<file path="config.mk">
export PLATFORM = sky130hd
export DESIGN_NAME = fifo_reader
export DESIGN_NICKNAME = d
export VERILOG_FILES = /design/src/rtl/fifo_reader.sv
export SDC_FILE = /design/constraint.sdc
export NUM_CORES = 1
export LEC_CHECK = 0
export CORE_UTILIZATION = 45
export DETAILED_ROUTE_END_ITERATION = 12
export PLACE_DENSITY = 0.84
export SYNTH_ARGS = -nofsm -noshare
export SYNTH_HDL_FRONTEND = slang
export SYNTH_SLANG_ARGS = --single-unit
</file>
<file path="constraint.sdc">
create_clock -name CLK -period 4 [get_ports CLK]
set_clock_uncertainty 0.2 [all_clocks]
set_input_delay 1.2 -clock CLK [delete_from_list [all_inputs] [get_ports CLK]]
set_output_delay 1.2 -clock CLK [all_outputs]
set_load 0.1 [all_outputs]
</file>
<file path="src/rtl/fifo_reader.sv">
`default_nettype none
//============================================================================
// Module      : fifo_reader
// Description : Reads a programmed number of words from a FIFO with a
//               one-cycle read latency and forwards them on a valid/ready
//               stream through a 2-entry skid buffer, marking the final
//               word and pulsing DONE at completion.
// Revision    : 1.0 - initial release
//============================================================================
module fifo_reader #(
    parameter int DATA_WIDTH = 16,
    parameter int CNT_WIDTH  = 8
) (
    input  logic                  CLK,
    input  logic                  RST,
    input  logic                  START,
    input  logic [CNT_WIDTH-1:0]  LEN,
    input  logic                  EMPTY,
    input  logic [DATA_WIDTH-1:0] RD_DATA,
    output logic                  RD_EN,
    output logic [DATA_WIDTH-1:0] OUT_DATA,
    output logic                  OUT_VALID,
    input  logic                  OUT_READY,
    output logic                  OUT_LAST,
    output logic                  BUSY,
    output logic                  DONE
);

    typedef enum logic [1:0] {
        S_IDLE  = 2'd0,
        S_RUN   = 2'd1,
        S_FLUSH = 2'd2,
        S_FIN   = 2'd3
    } state_t;

    localparam logic [CNT_WIDTH-1:0] C_CNT_ONE = {{(CNT_WIDTH-1){1'b0}}, 1'b1};

    state_t                r_state;
    logic [CNT_WIDTH-1:0]  r_req_left;
    logic [CNT_WIDTH-1:0]  r_out_left;
    logic [1:0]            r_occ;
    logic                  r_infl;
    logic [DATA_WIDTH-1:0] r_buf0;
    logic [DATA_WIDTH-1:0] r_buf1;

    logic                  w_valid;
    logic                  w_pop;
    logic [2:0]            w_commit;
    logic                  w_rd_en;

    // Occupancy already committed for the cycle after next: what is buffered,
    // plus the word arriving from the previous read, minus the word leaving now.
    assign w_valid  = (r_occ != 2'd0);
    assign w_pop    = w_valid && OUT_READY;
    assign w_commit = {1'b0, r_occ} + {2'b00, r_infl} - {2'b00, w_pop};
    assign w_rd_en  = (r_state == S_RUN) && !EMPTY && (r_req_left != '0)
                      && (w_commit < 3'd2) && !RST;

    assign RD_EN     = w_rd_en;
    assign OUT_DATA  = r_buf0;
    assign OUT_VALID = w_valid;
    assign OUT_LAST  = w_valid && (r_out_left == C_CNT_ONE);
    assign BUSY      = (r_state == S_RUN) || (r_state == S_FLUSH);
    assign DONE      = (r_state == S_FIN);

    // Transfer control: state sequencing plus request and delivery counters.
    always_ff @(posedge CLK) begin
        if (RST) begin
            r_state    <= S_IDLE;
            r_req_left <= '0;
            r_out_left <= '0;
        end else begin
            if (w_rd_en) begin
                r_req_left <= r_req_left - C_CNT_ONE;
            end
            if (w_pop && (r_out_left != '0)) begin
                r_out_left <= r_out_left - C_CNT_ONE;
            end
            case (r_state)
                S_IDLE: begin
                    if (START) begin
                        if (LEN != '0) begin
                            r_state    <= S_RUN;
                            r_req_left <= LEN;
                            r_out_left <= LEN;
                        end else begin
                            r_state <= S_FIN;
                        end
                    end
                end
                S_RUN: begin
                    if (w_rd_en && (r_req_left == C_CNT_ONE)) begin
                        r_state <= S_FLUSH;
                    end
                end
                S_FLUSH: begin
                    if (w_pop && (r_out_left == C_CNT_ONE)) begin
                        r_state <= S_FIN;
                    end
                end
                S_FIN: begin
                    r_state <= S_IDLE;
                end
                default: begin
                    r_state <= S_IDLE;
                end
            endcase
        end
    end

    // Skid buffer: capture the in-flight word at the tail, shift on pop; a
    // simultaneous capture and pop keeps occupancy and preserves order.
    always_ff @(posedge CLK) begin
        if (RST) begin
            r_infl <= 1'b0;
            r_occ  <= 2'd0;
            r_buf0 <= '0;
            r_buf1 <= '0;
        end else begin
            r_infl <= w_rd_en;
            case ({r_infl, w_pop})
                2'b10: begin
                    if (r_occ == 2'd0) begin
                        r_buf0 <= RD_DATA;
                    end else begin
                        r_buf1 <= RD_DATA;
                    end
                    r_occ <= r_occ + 2'd1;
                end
                2'b01: begin
                    r_buf0 <= r_buf1;
                    r_occ  <= r_occ - 2'd1;
                end
                2'b11: begin
                    if (r_occ == 2'd1) begin
                        r_buf0 <= RD_DATA;
                    end else begin
                        r_buf0 <= r_buf1;
                        r_buf1 <= RD_DATA;
                    end
                end
                default: begin
                end
            endcase
        end
    end

endmodule
`default_nettype wire

</file>
### After elaboration in Yosys (flattened, before gate mapping)

Index checks and enable logic that the tools add are counted.

| word-level totals | value |
|---|---|
| flip-flop bits (word level) | 53 |
| input bits | 29 |
| output and inout port bits | 21 |
| logic and storage cells | 73 |

| operators by class | value |
|---|---|
| add/subtract/negate cells | 6 |
| $lt $le $gt $ge | 1 |
| equality and inequality tests | 15 |
| multiplexer cells | 20 |
| reductions and logical operators | 24 |

Operator list:

| cell | number |
|---|---|
| $mux 16 | 4 |
| $mux 8 | 8 |
| $pmux 16 s3 | 1 |
| $pmux 16 s2 | 1 |
| $reduce_bool 8->1 | 3 |
| $eq 8x1->1 const B | 2 |
| $sub 8x1->8 const B | 2 |
| $logic_and 1x1->1 | 9 |
| $eq 2x2->1 const B | 4 |
| $mux 2 | 4 |
| $ne 2x2->1 const B | 4 |
| $pmux 2 s4 | 1 |
| $eq 2x1->1 const B | 3 |
| $reduce_and 3->1 | 2 |
| $reduce_bool 2->1 | 3 |
| $logic_not 2->1 | 2 |
| $ne 2x1->1 const B | 2 |
| $pmux 2 s2 | 1 |
| $add 2x1->3 | 1 |
| $lt 3x2->1 const B | 1 |
| $reduce_bool 3->1 | 1 |
| $sub 3x1->3 | 1 |
| $add 2x1->2 const B | 1 |
| $logic_not 1->1 | 2 |
| 3 further kinds | 3 |

### Logic depth before layout (Yosys ltp)

Gate-level depths: netlist (run 1).

| logic depth | value |
|---|---|
| word-level depth | 10 |
| depth in mapped cells | 12 |
| gate-level depth less buffers | 11 |

### Least setup slack after synthesis (run 1)

Ideal clock, no wire load.

| timing path | value |
|---|---|
| kind | input -> output |
| from | in OUT_READY |
| to | out RD_EN |
| arrival time | 3572 ps |
| required time | 2600 ps |
| setup slack | -972 ps |
| cell stages on the path | 8 |
| buffers on the path | 1 |
| cell sequence | nand2b_1 > buf_2 > ha_1 > nand2b_1 > fa_1 > and4bb_2 > nand2_1 > a21oi_2 |

| between the ends | value |
|---|---|
| cells in the longest elaborated chain, start to end | 5 |

RTL lines:

| item | line | source |
|---|---|---|
| from (decl) | 23 | `input logic OUT_READY,` |
| $logic_and 1x1->1 | 54 | `assign w_pop = w_valid && OUT_READY;` |
| $sub 3x1->3 | 55 | `assign w_commit = {1'b0, r_occ} + {2'b00, r_infl} - {2'b00, w_pop};` |
| $lt 3x2->1 | 57 | `&& (w_commit < 3'd2) && !RST;` |
| $logic_and 1x1->1 (2 in a row) | 57 |  |
| to (decl) | 20 | `output logic RD_EN,` |

Every way passes these cells.

### Final worst setup path (run 1)

Same ends and word-level chain as after synthesis.

==> metrics, run 1 <==
Crit Path Category=in -> out; Final Max Slew Viols=0; gp weighted congestion=0.823; Ys Warns=0; fin crit period=4.26 ns; vias in the first global route=2082; Worst Hold Path Cells=2; Peak VDD IR=0.000427 V; post-place instance area=3180 µm²; slack of the critical path=-0.256 ns; Num CTS Buffers=5; Longest Clk Path Bufs=2; startpoint types=input pin; row count=27; Slew HR=0.637; CTS root buf=clkbuf_8; worst min-delay path category=reg -> reg; number of DRC markers in iteration 0=62; HPWL Detailed=4.16 mm; post-synthesis sequential area ratio=0.412; FF+latch count, synth=53; hold_buf cts=0; Routed WL per cell=~14 µm; DRT Pass-1 Iters=4; pwr/cell area=850 nW/µm²; Post-Syn Nets=320; # H-tree levels=2; Avg Cell Area, Syn=9.30 µm²; RSZ-0062 raised after global routing=true; Worst EP required=2.60 ns; fin util=0.604; Synth Cell Area=2580 µm²; # nets final=~380; Worst Setup End Kind=output port; actual slew at the worst max-slew pin=between 0.5 and 0.6 ns; post-detailed-route via-to-cell ratio=5.24; Place WS=-0.719 ns; die height=about 80 µm; Most used DFF post-synth=dfxtp_1; number of flops mapped to enable cells by yosys=0; remaining global-route overflow=0; clock-pin transition on the worst setup and hold timing paths=about 0.080 ns; ys async rst share=0; P&R area growth vs syn=29.1%; Final Hold Viols=0; Clk Latency, worst-skew pair=0.30 ns; diodes inserted=0; Yosys top cell area share=0.412; total track usage=0.194; WL final=5.55 mm; status=finished with violations; CTS tree=done; IO Port Bufs=between 40 and 50; Initial Util=0.468; Setup TNS=-0.256 ns; post-layout instance area=3330 µm²; Static Leakage=~0.0014 µW; Num Clock Sinks=53; maximum fanout along the worst path=2; Synth Instances=277; Worst EP arrival=2.86 ns; final setup fails=1; share of post-route cells with drive strength above 1=0.173; WHS=between 0.2 and 0.3 ns; largest net degree at the start of global routing=39; Yosys top cell by area=dfxtp_1; vias=2136; top area cells in the synthesized netlist=dfxtp_1 (41%), mux2i_1 (12%), nor2_1 (6.4%), ha_1 (6.3%), a211oi_1 (5.0%); failing checks=negative setup slack; first-pass GRT wire length=9.38 mm; Register Area=1060 µm²; Fillers=449; crit share post-route=1.06; initial antenna violation count=0; max-cap viol count=0; area occupied by multi-input gates=1460 µm²; DRT antenna net count=0; die width=slightly below 80 µm; drt drc=0; Max Clk Rate=235 MHz; reg2reg path depth=12; Core Area=5510 µm²; Yosys cell types=42; number of I/O pins=50; total die area=6030 µm²
[worst max-delay path, cell delays in order]
cell,delay (ns)
buf_8,0.10
nand2b_4,0.07
ha_4,0.19
nand2b_4,0.13
fa_1,0.48
and4bb_2,0.25
nand2_2,0.07
a21oi_4,0.16
buf_12,0.19
[timing repair]
item	CTS	global route
setup endpoints to repair	1	1
buffers inserted	2	1
gates resized for setup	8	1
pin swaps	2	2
[registers in the layout, summed over array words and instances, names as in the netlist]
signal / count
r_out_left: 8
r_occ: 2
r_req_left: 8
r_state: 2
r_buf1: 16
r_infl: 1
OUT_DATA: 16
[layout by cell type (no fill, tap or decap), types with 6 or more instances in the layout]
master | Yosys | routed
dfxtp_1 | 53 | 53
nor2_1 | 44 | 43
buf_4 | 2 | 35
mux2i_1 | 32 | 32
clkdlybuf4s50_1 | 0 | 27
nand2_1 | 20 | 19
a211oi_1 | 17 | 17
ha_1 | 13 | 12
inv_1 | 11 | 11
xnor2_1 | 9 | 9
o21ai_0 | 9 | 9
o21ai_1 | 7 | 7
xor2_1 | 6 | 6
[path summary, 6_finish.rpt]
kind                                 from                      end  slack (ns)
setup / recovery                OUT_READY                    RD_EN       -0.26
hold / removal    r_buf1[12]$_SDFFE_PP0P_  r_buf1[12]$_SDFFE_PP0P_        0.30
setup reg to reg    r_occ[0]$_SDFFE_PP0N_  r_state[0]$_SDFFE_PP0P_        0.74
hold reg to reg   r_buf1[12]$_SDFFE_PP0P_  r_buf1[12]$_SDFFE_PP0P_        0.30
[cell families after synthesis]
logic type               Yosys count  synth area share
AND/OR/NAND/NOR                   89             0.165
flip-flops                        53             0.412
adder cells (fa/ha/maj)           14            0.0709
AO/OA/AOI/OAI                     49             0.134
multiplexers                      33             0.129
XOR/XNOR                          15            0.0510
buffers and inverters             24            0.0388
[per-layer routing]
metal  share of wire  track usage  up-vias
met4           0.018       0.0679        0
met1            0.45        0.245     1002
met5               0            0        -
met3           0.033       0.0376       11
li1                -            -     1080
met2            0.49        0.329       43
[cells in the mapped netlist (2+ instances only)]
cell / instances
a211oi_1: 17
a21oi_1: 3
a21oi_2: 2
a31oi_1: 3
buf_2: 2
buf_4: 2
clkbuf_1: 9
dfxtp_1: 53
ha_1: 13
inv_1: 11
mux2i_1: 32
nand2_1: 20
nand2b_1: 3
nand3_1: 4
nor2_1: 44
nor4_1: 5
o21ai_0: 9
o21ai_1: 7
o31ai_1: 2
xnor2_1: 9
xor2_1: 6
[through the flow]
| step | total power (µW) | cells |
|---|---|---|
| floorplan | 2090 | 277 |
| global placement | 2420 | 397 |
| detailed placement | 2460 | 397 |
| CTS | 2840 | 407 |
| global route | 2990 | 408 |
| finish | 2830 | 408 |
[report_power, final]
part / total (µW) / internal, µW / switching [µW]
sequential: 773 / 667 / 106
clock: 359 / 188 / 171
combinational: 1700 / 530 / 1170
total: 2830 / 1380 / 1440
[area by class of cell]
type                       instances  share of cell area
clock buffer                       6              0.0218
clock inverter                     2              0.0117
inverter                          11              0.0124
multi-input combinational        200               0.438
sequential                        53               0.319
tap                               72              0.0271
timing repair buffer              64               0.171
Power figures use the tool's default switching activity.
==> inputs of run 2 (changes only) <==
--- a/config.mk
+++ b/config.mk
@@ -5,6 +5,7 @@
 export SDC_FILE = /design/constraint.sdc
 export NUM_CORES = 1
 export LEC_CHECK = 0
+export CORE_MARGIN = 5
 export CORE_UTILIZATION = 45
 export DETAILED_ROUTE_END_ITERATION = 12
 export PLACE_DENSITY = 0.84
==> metrics, run 2 (synthesis results as in run 1) <==
Peak VDD IR=0.000422 V (-1.2%); actual slew at the worst max-slew pin=0.876 ns (+0.336 ns); max-cap viol count=0 (unchanged); row count=27 (unchanged); Power, Total=2750 µW (-2.7%); P&R area growth vs syn=27.4%; vias in the first global route=2100 (+0.86%); CP peak stage delay=0.48 ns (about the same); hold_buf cts=0 (unchanged); vias=2043 (-4.4%); IO Port Bufs=49 (unchanged); Num Clock Sinks=53 (unchanged); Core Area=5540 µm² (+0.61%); Worst Setup End Kind=output port; Num CTS Buffers=5 (unchanged); final setup fails=1 (unchanged); # nets final=374 (-1.1%); Place WS=-0.729 ns (-0.0103 ns); Worst Hold Path Cells=2 (unchanged); Hold Path Sink=r_buf1[13]$_SDFFE_PP0P_; die width=85.7 µm (+10%); leading cell type in the layout, fill and taps excluded=dfxtp_1; failing checks=negative setup slack; Reg-to-Reg Start=r_occ[1]$_SDFFE_PP0N_; Static Leakage=0.00134 µW (-1.4%); Max Clk Rate=235 MHz (-0.15%); CTS tree=done; WP buf/inv=2 (unchanged); Initial Util=0.465 (-0.00285); Slew HR=0.416 (-0.221); Worst EP required=2.60 ns (about the same); Final Max Slew Viols=0 (unchanged); non-filler cells, final=404 (-0.98%); largest net degree at the start of global routing=39 (unchanged); number of I/O pins=50 (unchanged); startpoint types=input pin; HPWL Detailed=4.20 mm (+0.88%); pwr/cell area=838 nW/µm² (-1.4%); Crit Path Category=in -> out; status=finished with violations; gp weighted congestion=0.871 (+5.8%); clock-pin transition on the worst setup and hold timing paths=0.09 ns (about the same); Final Hold Viols=0 (unchanged); first-pass GRT wire length=9.44 mm (+0.66%); worst min-delay path category=reg -> reg; DP Cell Count=394 (-0.76%); Routed WL per cell=13.7 µm (+0.55%); number of DRC markers in iteration 0=117 (+89%); CP top delay family=adder cells; initial antenna violation count=0 (unchanged); slowest CP cell=fa_1; Worst EP arrival=2.86 ns (about the same); total track usage=0.159 (-0.0356); crit share post-route=1.07 (+0.00157); drt drc=0 (unchanged); DRT antenna net count=0 (unchanged); cell mode on critical path=nand2b_4; fin util=0.593 (-0.0118); Longest Clk Path Bufs=2 (unchanged); most frequent cells in the layout=dfxtp_1 (53), nor2_1 (44), mux2i_1 (32); post-detailed-route via-to-cell ratio=5.06 (-3.4%); CP Cell Sequence=buf_8, nand2b_4, ha_4, nand2b_4, fa_1, and4bb_2, nand2_4, a21oi_4, buf_12; Clk Latency, worst-skew pair=0.31 ns (about the same); maximum fanout along the worst path=2 (unchanged); reg2reg path depth=11 (-1); die height=85.7 µm (+10%); CTS root buf=clkbuf_8; RSZ-0062 raised after global routing=true; R2R Path End=r_state[0]$_SDFFE_PP0P_; # H-tree levels=2 (unchanged); share of post-route cells with drive strength above 1=0.163 (-0.00997); diodes inserted=0 (unchanged); slack of the critical path=-0.262 ns (-0.00628 ns); R2R setup slack=0.75 ns (about the same); DRT Pass-1 Iters=4 (unchanged); Hold Path Origin=r_buf1[13]$_SDFFE_PP0P_; total die area=7340 µm² (+22%); WL final=5.52 mm (-0.43%); fin crit period=4.26 ns (+0.00628 ns); remaining global-route overflow=0 (unchanged); Fillers=493 (+9.8%)
## run 2: what timing repair did
action / in CTS / in global routing
setup endpoints to repair: 1 / 1
pin swaps: 2 / 2
setup buffers: 2 / 0
resized for setup: 8 / 1
## run 2: worst max path at each step
stage / from / endpoint / slack [ns] / cells after the start
3_5_place_dp: OUT_READY / RD_EN / -0.73 / 9
5_1_grt: OUT_READY / RD_EN / -0.33 / 9
4_1_cts: OUT_READY / RD_EN / -0.33 / 9
2_1_floorplan: OUT_READY / RD_EN / -0.51 / 8
3_3_place_gp: OUT_READY / RD_EN / -0.71 / 9
6_report: OUT_READY / RD_EN / -0.26 / 9
## run 2: worst min-delay path, delay by kind of cell, from the launching register on
kind,cells,cell delay [ns]
multiplexers,1,0.06
flip-flops,1,0.34
AND/OR/NAND/NOR,1,0.07
## run 2: where the power goes
group / leakage [µW] / internal (µW) / switching [µW]
Combinational: 0.000862 / 519 / 1160
Sequential: 0.000432 / 667 / 102
Clock: 0.0000456 / 125 / 173
## run 2: area by class of cell
class,count,area [µm²],share of cell area
multi-input cells,200,1470,0.447
flip-flops and latches,53,1060,0.323
repair buffers,60,538,0.164
well taps,72,90.1,0.0274
clock buffers,6,72.6,0.0221
inverters,11,41.3,0.0126
clock inverters,2,13.8,0.00419
## run 2: per-layer routing
layer	part of all wire	vias to the layer above	track usage
met3	0.036	11	0.0403
met4	0.020	0	0.0576
met1	0.43	928	0.192
met5	0	-	0
li1	-	1075	-
met2	0.51	29	0.271
## run 2: through the flow
step / hold slack [ns] / area (µm²) / setup TNS (ns)
after CTS: 0.305 / 3280 / -0.330
after global placement: 0.272 / 3160 / -0.846
final: 0.299 / 3280 / -0.262
after detailed placement: 0.280 / 3160 / -1.05
after floorplan: 0.260 / 2610 / -0.511
after global routing: 0.327 / 3280 / -0.328
==> inputs of run 3 (changes only) <==
--- a/config.mk
+++ b/config.mk
@@ -5,10 +5,12 @@
 export SDC_FILE = /design/constraint.sdc
 export NUM_CORES = 1
 export LEC_CHECK = 0
+export ABC_CLOCK_PERIOD_IN_PS = 4200
 export CORE_MARGIN = 5
 export CORE_UTILIZATION = 45
 export DETAILED_ROUTE_END_ITERATION = 12
-export PLACE_DENSITY = 0.84
+export GPL_TIMING_DRIVEN = 0
+export PLACE_DENSITY = 0.81
 export SYNTH_ARGS = -nofsm -noshare
 export SYNTH_HDL_FRONTEND = slang
 export SYNTH_SLANG_ARGS = --single-unit
==> constraint.sdc (replaced) <==
create_clock -name CLK -period 4.2 [get_ports CLK]
set_clock_uncertainty 0.2 [all_clocks]
set_input_delay 1.26 -clock CLK [delete_from_list [all_inputs] [get_ports CLK]]
set_output_delay 1.26 -clock CLK [all_outputs]
set_load 0.1 [all_outputs]
==> metrics, run 3 (synthesis results as in run 1) <==
most frequent cells in the layout=dfxtp_1 (53), clkdlybuf4s50_1 (47), nor2_1 (44); largest net degree at the start of global routing=17 (-56%); Hold Path Origin=r_buf1[11]$_SDFFE_PP0P_; CTS tree=done; post-detailed-route via-to-cell ratio=5.22 (+3.2%); WL final=5.93 mm (+7.4%); Max Clk Rate=227 MHz; Reg-to-Reg Start=r_occ[0]$_SDFFE_PP0N_; IO Port Bufs=49 (unchanged); Num CTS Buffers=5 (unchanged); P&R area growth vs syn=29.7%; maximum fanout along the worst path=2 (unchanged); total track usage=0.174 (+0.0152); Routed WL per cell=14.4 µm (+5.6%); Num Clock Sinks=53 (unchanged); met3 usage=0.0423 (+0.00192); Clock power frac=0.109 (about the same); GRT busiest layer=met2; Static Leakage=0.00130 µW (-3.3%); startpoint types=input pin; Seq pwr share=0.279 (about the same); # H-tree levels=2 (unchanged); die height=85.7 µm (unchanged); Cell Int Power=1260 µW (-3.7%); number of DRC markers in iteration 0=106 (-9.4%); Worst Setup End Kind=output port; total die area=7340 µm² (unchanged); Final Hold Viols=0 (unchanged); failing checks=negative setup slack; drt drc=0 (unchanged); Final Max Slew Viols=0 (unchanged); HPWL Detailed=4.53 mm (+7.8%); vias=2145 (+5.0%); switching pwr=1390 µW (-3.5%); DRT antenna net count=0 (unchanged); first-pass GRT wire length=10.3 mm (+8.9%); leading cell type in the layout, fill and taps excluded=dfxtp_1; met2 GRT Util=0.297 (+0.0261); die width=85.7 µm (unchanged); share of post-route cells with drive strength above 1=0.0914 (-0.0712); Crit Path Category=in -> out; Worst EP arrival=2.95 ns (+0.09 ns); WHS=0.302 ns (+0.00209 ns); row count=27 (unchanged); clock-pin transition on the worst setup and hold timing paths=0.09 ns (about the same); Slew HR=0.345 (-0.0714); RSZ-0062 raised after global routing=true; fin crit period=4.41 ns; Longest Clk Path Bufs=2 (unchanged); switching share of power=0.524 (about the same); slack of the critical path=-0.211 ns (+0.0510 ns); Comb power frac=0.612 (about the same); Initial Util=0.465 (unchanged); number of I/O pins=50 (unchanged); crit share post-route=1.05; reg2reg path depth=11 (unchanged); vias in the first global route=2235 (+6.4%); status=finished with violations; CTS root buf=clkbuf_8; max-cap viol count=0 (unchanged); DRT Pass-1 Iters=4 (unchanged); remaining global-route overflow=0 (unchanged); Clk Latency, worst-skew pair=0.30 ns (about the same); R2R setup slack=0.83 ns (+0.08 ns); Worst Hold Path Cells=2 (unchanged); fin util=0.603 (+0.0106); Core Area=5540 µm² (unchanged); Worst EP required=2.74 ns (+0.14 ns); initial antenna violation count=0 (unchanged); final setup fails=1 (unchanged); diodes inserted=0 (unchanged); worst min-delay path category=reg -> reg; gp weighted congestion=0.847 (-2.8%); met1 GRT Util=0.210 (+0.0177); Hold Path Sink=r_buf1[11]$_SDFFE_PP0P_; # nets final=381 (+1.9%); pwr/cell area=793 nW/µm² (-5.3%); R2R Path End=r_state[0]$_SDFFE_PP0P_; Place WS=-1.73 ns (-1.00 ns); Peak VDD IR=0.000439 V (+4.0%); actual slew at the worst max-slew pin=0.980 ns (+0.104 ns)
-- run 3: cell count changes in the layout (fill, tap and decap cells not counted), sizes merged --
cell	previous run	this run
buf	33	11
clkdlybuf4s50	27	47
clkbuf	6	15
-- run 3: worst max path at each step --
stage / cells past startpoint / to / slack [ns] / from
2_1_floorplan: 8 / RD_EN / -0.43 / OUT_READY
3_3_place_gp: 10 / RD_EN / -1.75 / OUT_READY
3_5_place_dp: 10 / RD_EN / -1.73 / OUT_READY
4_1_cts: 10 / RD_EN / -0.36 / OUT_READY
5_1_grt: 9 / RD_EN / -0.28 / OUT_READY
6_report: 9 / RD_EN / -0.21 / OUT_READY
-- run 3: layout make-up --
| class | instances | area, µm² |
|---|---|---|
| fill | 476 | 2200 |
| multi-input combinational | 200 | 1460 |
| sequential | 53 | 1060 |
| timing repair buffer | 55 | 551 |
| tap | 72 | 90.1 |
| clock buffer | 6 | 72.6 |
| buffer | 12 | 53.8 |
| inverter | 11 | 41.3 |
| clock inverter | 2 | 13.8 |
-- run 3: routing by layer --
layer  part of all wire  routed length [µm]  vias to the layer above
li1                   -                   -                     1080
met1               0.44                2580                     1018
met2               0.51                3010                       35
met3              0.042                 250                       12
met4              0.016                  93                        0
met5                  0                   0                        -
-- run 3: worst max-delay path, cell delays in order --
cell and delay, ns:
buf_8 0.10, nand2b_4 0.07, ha_4 0.20, nand2b_4 0.13
fa_1 0.48, and4bb_2 0.28, nand2_4 0.06, a21oi_4 0.17
buf_12 0.19
-- run 3: repair_timing --
action,4_1_cts,5_1_grt
cloned,0,0
gates resized for setup,17,0
endpoints found under the hold margin,0,0
setup endpoints to repair,1,1
pin swaps,2,2
buffers inserted,5,1
hold buffers,0,0
-- run 3: stage by stage --
stage               area [µm²]  TNS [ns]  instances  power, µW
detailed placement        3190     -1.96        398       2340
CTS                       3350    -0.362        411       2660
floorplan                 2610    -0.431        277       1990
global route              3340    -0.276        411       2820
global placement          3190     -1.83        398       2310
finish                    3340    -0.211        411       2650
-- run 3: power groups by stage --
stage                     logic [µW]  clock network, µW  registers (µW)
after detailed placement        1590                  0             751
after global routing            1740                321             755
after CTS                       1630                298             737
final                           1620                289             739
after global placement          1570                  0             741
after floorplan                  775                  0            1220
